$ cat config.mk
export PLATFORM = sky130hd
export DESIGN_NAME = mem_arbiter_flat
export DESIGN_NICKNAME = d
export VERILOG_FILES = /design/src/rtl/mem_arbiter_if.sv /design/src/rtl/mem_arbiter.sv /design/src/flat_wrapper.sv
export SDC_FILE = /design/constraint.sdc
export NUM_CORES = 1
export LEC_CHECK = 0
export ABC_AREA = 1
export CAP_MARGIN = 20
export CORE_MARGIN = 10
export CORE_UTILIZATION = 18
export DETAILED_ROUTE_END_ITERATION = 12
export PLACE_DENSITY = 0.78
export SLEW_MARGIN = 10
export SYNTH_ARGS = -nofsm -noshare
export SYNTH_HDL_FRONTEND = slang
export SYNTH_SLANG_ARGS = --single-unit
$ cat constraint.sdc
create_clock -name clk -period 1.4 [get_ports clk]
set_clock_uncertainty 0.2 [all_clocks]
set_input_delay 0.35 -clock clk [delete_from_list [all_inputs] [get_ports clk]]
set_output_delay 0.35 -clock clk [all_outputs]
set_load 0.02 [all_outputs]
$ cat src/rtl/mem_arbiter_if.sv
// Bundle of fetch, memory-stage and memory-port signals around mem_arbiter.
// slave is the arbiter's view; master is the requester/memory side.
interface mem_arbiter_if #(
    parameter int AWIDTH = 32,
    parameter int DWIDTH = 32
);
    logic              i_req;
    logic [AWIDTH-1:0] i_addr;
    logic              i_gnt;
    logic              i_rvalid;
    logic [DWIDTH-1:0] i_rdata;

    logic              d_req;
    logic              d_we;
    logic [AWIDTH-1:0] d_addr;
    logic [1:0]        d_size;
    logic [DWIDTH-1:0] d_wdata;
    logic              d_gnt;
    logic              d_rvalid;
    logic [DWIDTH-1:0] d_rdata;

    logic              m_req;
    logic              m_we;
    logic [AWIDTH-1:0] m_addr;
    logic [1:0]        m_size;
    logic [DWIDTH-1:0] m_wdata;
    logic              m_ready;
    logic              m_rvalid;
    logic [DWIDTH-1:0] m_rdata;

    modport slave (
        input  i_req, i_addr,
        input  d_req, d_we, d_addr, d_size, d_wdata,
        input  m_ready, m_rvalid, m_rdata,
        output i_gnt, i_rvalid, i_rdata,
        output d_gnt, d_rvalid, d_rdata,
        output m_req, m_we, m_addr, m_size, m_wdata
    );

    modport master (
        output i_req, i_addr,
        output d_req, d_we, d_addr, d_size, d_wdata,
        output m_ready, m_rvalid, m_rdata,
        input  i_gnt, i_rvalid, i_rdata,
        input  d_gnt, d_rvalid, d_rdata,
        input  m_req, m_we, m_addr, m_size, m_wdata
    );
endinterface

$ cat src/rtl/mem_arbiter.sv
// Fetch / memory-stage arbiter onto one memory port, one transaction in flight.
// Define MEM_ARB_FAIR_EN to promote fetch after STARVE_LIMIT denied cycles.
module mem_arbiter #(
    parameter int AWIDTH       = 32,
    parameter int DWIDTH       = 32,
    parameter int STARVE_LIMIT = 4
) (
    input logic          clk,
    input logic          reset,
    mem_arbiter_if.slave bus
);
    typedef enum logic [2:0] {
        IDLE,
        HOLD_I,
        HOLD_D,
        WAIT_I,
        WAIT_D
    } state_t;

    state_t r_state;
    state_t w_next;
    logic   w_sel_i;
    logic   w_sel_d;
    logic   w_fetch_pri;

    if (STARVE_LIMIT < 1) begin : g_bad_limit
        $error("STARVE_LIMIT must be >= 1");
    end

`ifdef MEM_ARB_FAIR_EN
    localparam int CW = $clog2(STARVE_LIMIT + 1);

    logic [CW-1:0] r_starve;

    always_ff @(posedge clk or posedge reset) begin
        if (reset) begin
            r_starve <= '0;
        end else if (bus.i_gnt) begin
            r_starve <= '0;
        end else if (bus.i_req && (r_starve < CW'(STARVE_LIMIT))) begin
            r_starve <= r_starve + 1'b1;
        end
    end

    assign w_fetch_pri = bus.i_req && (r_starve >= CW'(STARVE_LIMIT));
`else
    assign w_fetch_pri = 1'b0;
`endif

    always_ff @(posedge clk or posedge reset) begin
        if (reset) begin
            r_state <= IDLE;
        end else begin
            r_state <= w_next;
        end
    end

    always_comb begin
        w_next       = r_state;
        w_sel_i      = 1'b0;
        w_sel_d      = 1'b0;
        bus.m_req    = 1'b0;
        bus.m_we     = 1'b0;
        bus.m_addr   = {AWIDTH{1'b0}};
        bus.m_size   = 2'd0;
        bus.m_wdata  = {DWIDTH{1'b0}};
        bus.i_gnt    = 1'b0;
        bus.d_gnt    = 1'b0;
        bus.i_rvalid = 1'b0;
        bus.d_rvalid = 1'b0;
        bus.i_rdata  = {DWIDTH{1'b0}};
        bus.d_rdata  = {DWIDTH{1'b0}};

        // Outputs held quiet while reset is asserted, even in IDLE.
        if (!reset) begin
            unique case (r_state)
                IDLE: begin
                    w_sel_d = bus.d_req && !w_fetch_pri;
                    w_sel_i = bus.i_req && !w_sel_d;
                end
                HOLD_I: w_sel_i = 1'b1;
                HOLD_D: w_sel_d = 1'b1;
                WAIT_I: begin
                    if (bus.m_rvalid) begin
                        bus.i_rvalid = 1'b1;
                        bus.i_rdata  = bus.m_rdata;
                        w_next       = IDLE;
                    end
                end
                WAIT_D: begin
                    if (bus.m_rvalid) begin
                        bus.d_rvalid = 1'b1;
                        bus.d_rdata  = bus.m_rdata;
                        w_next       = IDLE;
                    end
                end
                default: w_next = IDLE;
            endcase
        end

        if (w_sel_d) begin
            bus.m_req   = 1'b1;
            bus.m_we    = bus.d_we;
            bus.m_addr  = bus.d_addr;
            bus.m_size  = bus.d_size;
            bus.m_wdata = bus.d_wdata;
            bus.d_gnt   = bus.m_ready;
            w_next      = bus.m_ready ? WAIT_D : HOLD_D;
        end else if (w_sel_i) begin
            bus.m_req   = 1'b1;
            bus.m_addr  = bus.i_addr;
            bus.m_size  = 2'd2;
            bus.i_gnt   = bus.m_ready;
            w_next      = bus.m_ready ? WAIT_I : HOLD_I;
        end
    end
endmodule

$ cat src/flat_wrapper.sv
// flat-port wrapper written by rule: the top's interface ports become plain ports
module mem_arbiter_flat 
#(
    parameter int AWIDTH       = 32,
    parameter int DWIDTH       = 32,
    parameter int STARVE_LIMIT = 4
)
  (clk, reset, bus_i_req, bus_i_addr, bus_d_req, bus_d_we, bus_d_addr, bus_d_size, bus_d_wdata, bus_m_ready, bus_m_rvalid, bus_m_rdata, bus_i_gnt, bus_i_rvalid, bus_i_rdata, bus_d_gnt, bus_d_rvalid, bus_d_rdata, bus_m_req, bus_m_we, bus_m_addr, bus_m_size, bus_m_wdata);
  mem_arbiter_if #(.AWIDTH(AWIDTH), .DWIDTH(DWIDTH)) bus_i ();
  input logic clk;
  input logic reset;
  input wire logic [$bits(bus_i.i_req)-1:0] bus_i_req;
  input wire logic [$bits(bus_i.i_addr)-1:0] bus_i_addr;
  input wire logic [$bits(bus_i.d_req)-1:0] bus_d_req;
  input wire logic [$bits(bus_i.d_we)-1:0] bus_d_we;
  input wire logic [$bits(bus_i.d_addr)-1:0] bus_d_addr;
  input wire logic [$bits(bus_i.d_size)-1:0] bus_d_size;
  input wire logic [$bits(bus_i.d_wdata)-1:0] bus_d_wdata;
  input wire logic [$bits(bus_i.m_ready)-1:0] bus_m_ready;
  input wire logic [$bits(bus_i.m_rvalid)-1:0] bus_m_rvalid;
  input wire logic [$bits(bus_i.m_rdata)-1:0] bus_m_rdata;
  output wire logic [$bits(bus_i.i_gnt)-1:0] bus_i_gnt;
  output wire logic [$bits(bus_i.i_rvalid)-1:0] bus_i_rvalid;
  output wire logic [$bits(bus_i.i_rdata)-1:0] bus_i_rdata;
  output wire logic [$bits(bus_i.d_gnt)-1:0] bus_d_gnt;
  output wire logic [$bits(bus_i.d_rvalid)-1:0] bus_d_rvalid;
  output wire logic [$bits(bus_i.d_rdata)-1:0] bus_d_rdata;
  output wire logic [$bits(bus_i.m_req)-1:0] bus_m_req;
  output wire logic [$bits(bus_i.m_we)-1:0] bus_m_we;
  output wire logic [$bits(bus_i.m_addr)-1:0] bus_m_addr;
  output wire logic [$bits(bus_i.m_size)-1:0] bus_m_size;
  output wire logic [$bits(bus_i.m_wdata)-1:0] bus_m_wdata;
  assign bus_i.i_req = bus_i_req;
  assign bus_i.i_addr = bus_i_addr;
  assign bus_i.d_req = bus_d_req;
  assign bus_i.d_we = bus_d_we;
  assign bus_i.d_addr = bus_d_addr;
  assign bus_i.d_size = bus_d_size;
  assign bus_i.d_wdata = bus_d_wdata;
  assign bus_i.m_ready = bus_m_ready;
  assign bus_i.m_rvalid = bus_m_rvalid;
  assign bus_i.m_rdata = bus_m_rdata;
  assign bus_i_gnt = bus_i.i_gnt;
  assign bus_i_rvalid = bus_i.i_rvalid;
  assign bus_i_rdata = bus_i.i_rdata;
  assign bus_d_gnt = bus_i.d_gnt;
  assign bus_d_rvalid = bus_i.d_rvalid;
  assign bus_d_rdata = bus_i.d_rdata;
  assign bus_m_req = bus_i.m_req;
  assign bus_m_we = bus_i.m_we;
  assign bus_m_addr = bus_i.m_addr;
  assign bus_m_size = bus_i.m_size;
  assign bus_m_wdata = bus_i.m_wdata;
  mem_arbiter #(.AWIDTH(AWIDTH), .DWIDTH(DWIDTH), .STARVE_LIMIT(STARVE_LIMIT)) u_core (.clk(clk), .reset(reset), .bus(bus_i));
endmodule
==> impl_metrics.ini <==
[worst_setup_path]
cp_data_arrival_time_ps = 1600
crit_path_top_delay_cell = dfrtp_2
critical_path_class = reg -> out
crit_path_end_kind = primary output
worstPathMaxFanout = 7
cp_slowest_stage_delay_ps = 440
cp-start-kind = flop
worstPathRequired_ps = 850
crit_chain = inv_2 > nand2_2 > nor2_4 > buf_12 > buf_4 > nand3_2 > nand2_4 > buf_6

[worst_hold_path]
hold_class = in -> async

[run_status]
status = complete, but fails checks
violations = negative setup slack

[logic_synthesis]
ys_ff_latch = 3
ys_seq_area_share_pct = 5.20
synth_top_cell_area_share_pct = 26.0
synth_nets = 461
synth_largest_area_cell = nor2_1
netlist_area_mm2 = 0.00144
avgSynthCellArea_um2 = 4.46
synth_cells = 324
yosys_warnings = 0
ys_types = 16
yosys-top-cells-area = nor2_1 26%, nand2_1 21%, inv_1 19%

[pwr]
p_clk_share_pct = 3.5
p_sw_mw = 3.46
p_int_mw = 3.83
combPwrFrac_pct = 93.8
p_seq_share_pct = 2.6
p_per_area_mw_per_mm2 = 1050
peakVddDrop_mv = 0.768
p_leak_nw = 3.27
p_sw_share_pct = 47.4

[layout]
finish.utilization_pct = 89.5
reg_top3 = u_core.r_state: 3 flops
filler_cell_count = 338
top_register = u_core.r_state
nets = 809
largest_reg_flops = 3
area_growth_pct = 382
drive_above_1_share_pct = 66.6

[cts]
clock_latency_ps = 220
cts_buffers = 3
root_buffer = clkbuf_8
cts_buffer_depth = 2
cts_sinks = 3
clk_pin_slew_ps = 30
cts_tree = yes
cts-htree-levels = 1

[global_routing]
grt_pass1_vias = 3660
grt_pass1_wl_um = 20100
grt_use_total_pct = 21.5
antenna_found_initial = 1
grt_max_degree = 19
grt-ovfl-total = 0

[detailed_routing]
viasPerCell = 4.45
wl_per_cell_um = 20.1
dr.first_iter.drc_count = 58
dr_total_vias = 3446
dr.pass1.iters = 4
detail_route.wirelength_um = 15600
ant_nets = 0
drc_errors = 0

[floorplan]
dieArea_mm2 = 0.0120
die_height_um = 110
fp.dieW_um = 110
io_pins = 273
start_util_pct = 18.6
core_area_mm2 = 0.00777
rows = 32

[placed_design]
gp_congestion = 0.821
dpl.hpwl_um = 10500
port_buffers = 272
dp_slack_ps = -1320

[timing]
grt_setup_unrepaired = true
worst_slack_ps = -749
fmax_mhz = 465
worst_slew_pin_slew_ps = 317
fin_crit_sh_pct = 154
slew_headroom_pct = 78.8
finalMaxSlewViolations = 0
post-route-min-period_ps = 2150
setup_viol = 139
hold_viol_final = 0

[run]
cap_violations = 0
layout by cell type (no fill, tap or decap):
cell,count
o21ai_1,1
inv_4,2
buf_4,31
dlygate4sd2_1,4
clkbuf_8,3
nand2_8,2
dfrtp_1,1
nand2_2,17
buf_6,166
nor2_4,95
buf_12,20
inv_1,68
buf_8,2
a21oi_1,1
clkbuf_1,1
inv_2,7
nand3_4,6
nand2_1,11
clkbuf_16,2
nand3_1,4
clkdlybuf4s50_1,132
nor2_1,1
diode_2,2
nor3_4,2
dfrtp_2,2
buf_16,5
nand2_4,51
nor2_2,6
clkinv_8,1
nand3_2,27
power by group through the flow:
stage,Sequential (mW),Combinational [mW],Clock [mW]
finish,0.192,6.84,0.257
global route,0.198,7.16,0.263
CTS,0.173,6.43,0.260
detailed placement,0.171,4.90,0
global placement,0.168,4.83,0
floorplan,0.169,2.87,0
per-stage QoR:
step	instances	TNS, ps	cell area, um^2	hold WS (ps)	power [mW]
2_1_floorplan	324	-47040	2630	-95.1	3.04
3_3_place_gp	707	-169310	5610	406	5.00
3_5_place_dp	707	-171960	5610	420	5.07
4_1_cts	768	-93640	6440	101	6.86
5_1_grt	774	-102400	6950	127	7.62
6_report	775	-93570	6950	112	7.29
layer usage:
metal | vias up | GRT usage, % | wire, um
li1 | 1624 | - | -
met1 | 1606 | 19.4 | 4710
met2 | 186 | 43.1 | 8750
met3 | 30 | 7.96 | 1630
met4 | 0 | 6.41 | 456
met5 | - | 0 | 0
logic make-up after synthesis:
group	share of synthesized area (%)
simple gates	63.7
flops	5.20
buf+inv	30.4
compound gates	0.693
worst max-delay path, delay by kind of cell, from the launching register on:
kind                   cells  cell delay [ps]
buffers and inverters      4              520
and+or+nand+nor            4              420
DFF                        1              440
cell type report:
| type | instances | area [um^2] | area share [%] |
|---|---|---|---|
| Timing Repair Buffer | 362 | 4080 | 58.6 |
| Clock buffer | 4 | 45.0 | 0.648 |
| Antenna cell | 2 | 5.00 | 0.0720 |
| Multi-Input combinational cell | 224 | 2310 | 33.2 |
| Sequential cell | 3 | 77.6 | 1.12 |
| Tap cell | 102 | 128 | 1.84 |
| Inverter | 78 | 310 | 4.46 |
repair_timing:
item | 4_1_cts | 5_1_grt
buffers inserted | 54 | 9
endpoints found under the setup margin | 139 | 139
gates resized for setup | 815 | 109
pin swaps | 19 | 9
hold buffers | 0 | 0
cloned | 6 | 2
cells in the mapped netlist:
cell type and number:
a21oi_1 1, nor3_2 2, nand2_2 1, nand2_1 80
inv_2 4, nor2_4 1, nand3_2 3, nand3_1 34
nor2_1 100, inv_1 74, o21ai_0 1, buf_4 3
buf_6 7, nor2_2 1, buf_2 9, dfrtp_1 3
path summary, 6_finish.rpt:
path / from / to / slack [ps] / depth (start not counted)
min reg2reg: u_core.r_state[0] / u_core.r_state[0] / 480 / 3
max: u_core.r_state[2] / bus_m_addr[30] / -750 / 8
min in group clk: u_core.r_state[0] / u_core.r_state[0] / 480 / 3
max in group asynchronous: reset / u_core.r_state[0] / 770 / 3
max reg2reg: u_core.r_state[0] / u_core.r_state[2] / -590 / 13
min: reset / u_core.r_state[1] / 110 / 3
(Power assumes the default switching activity.)
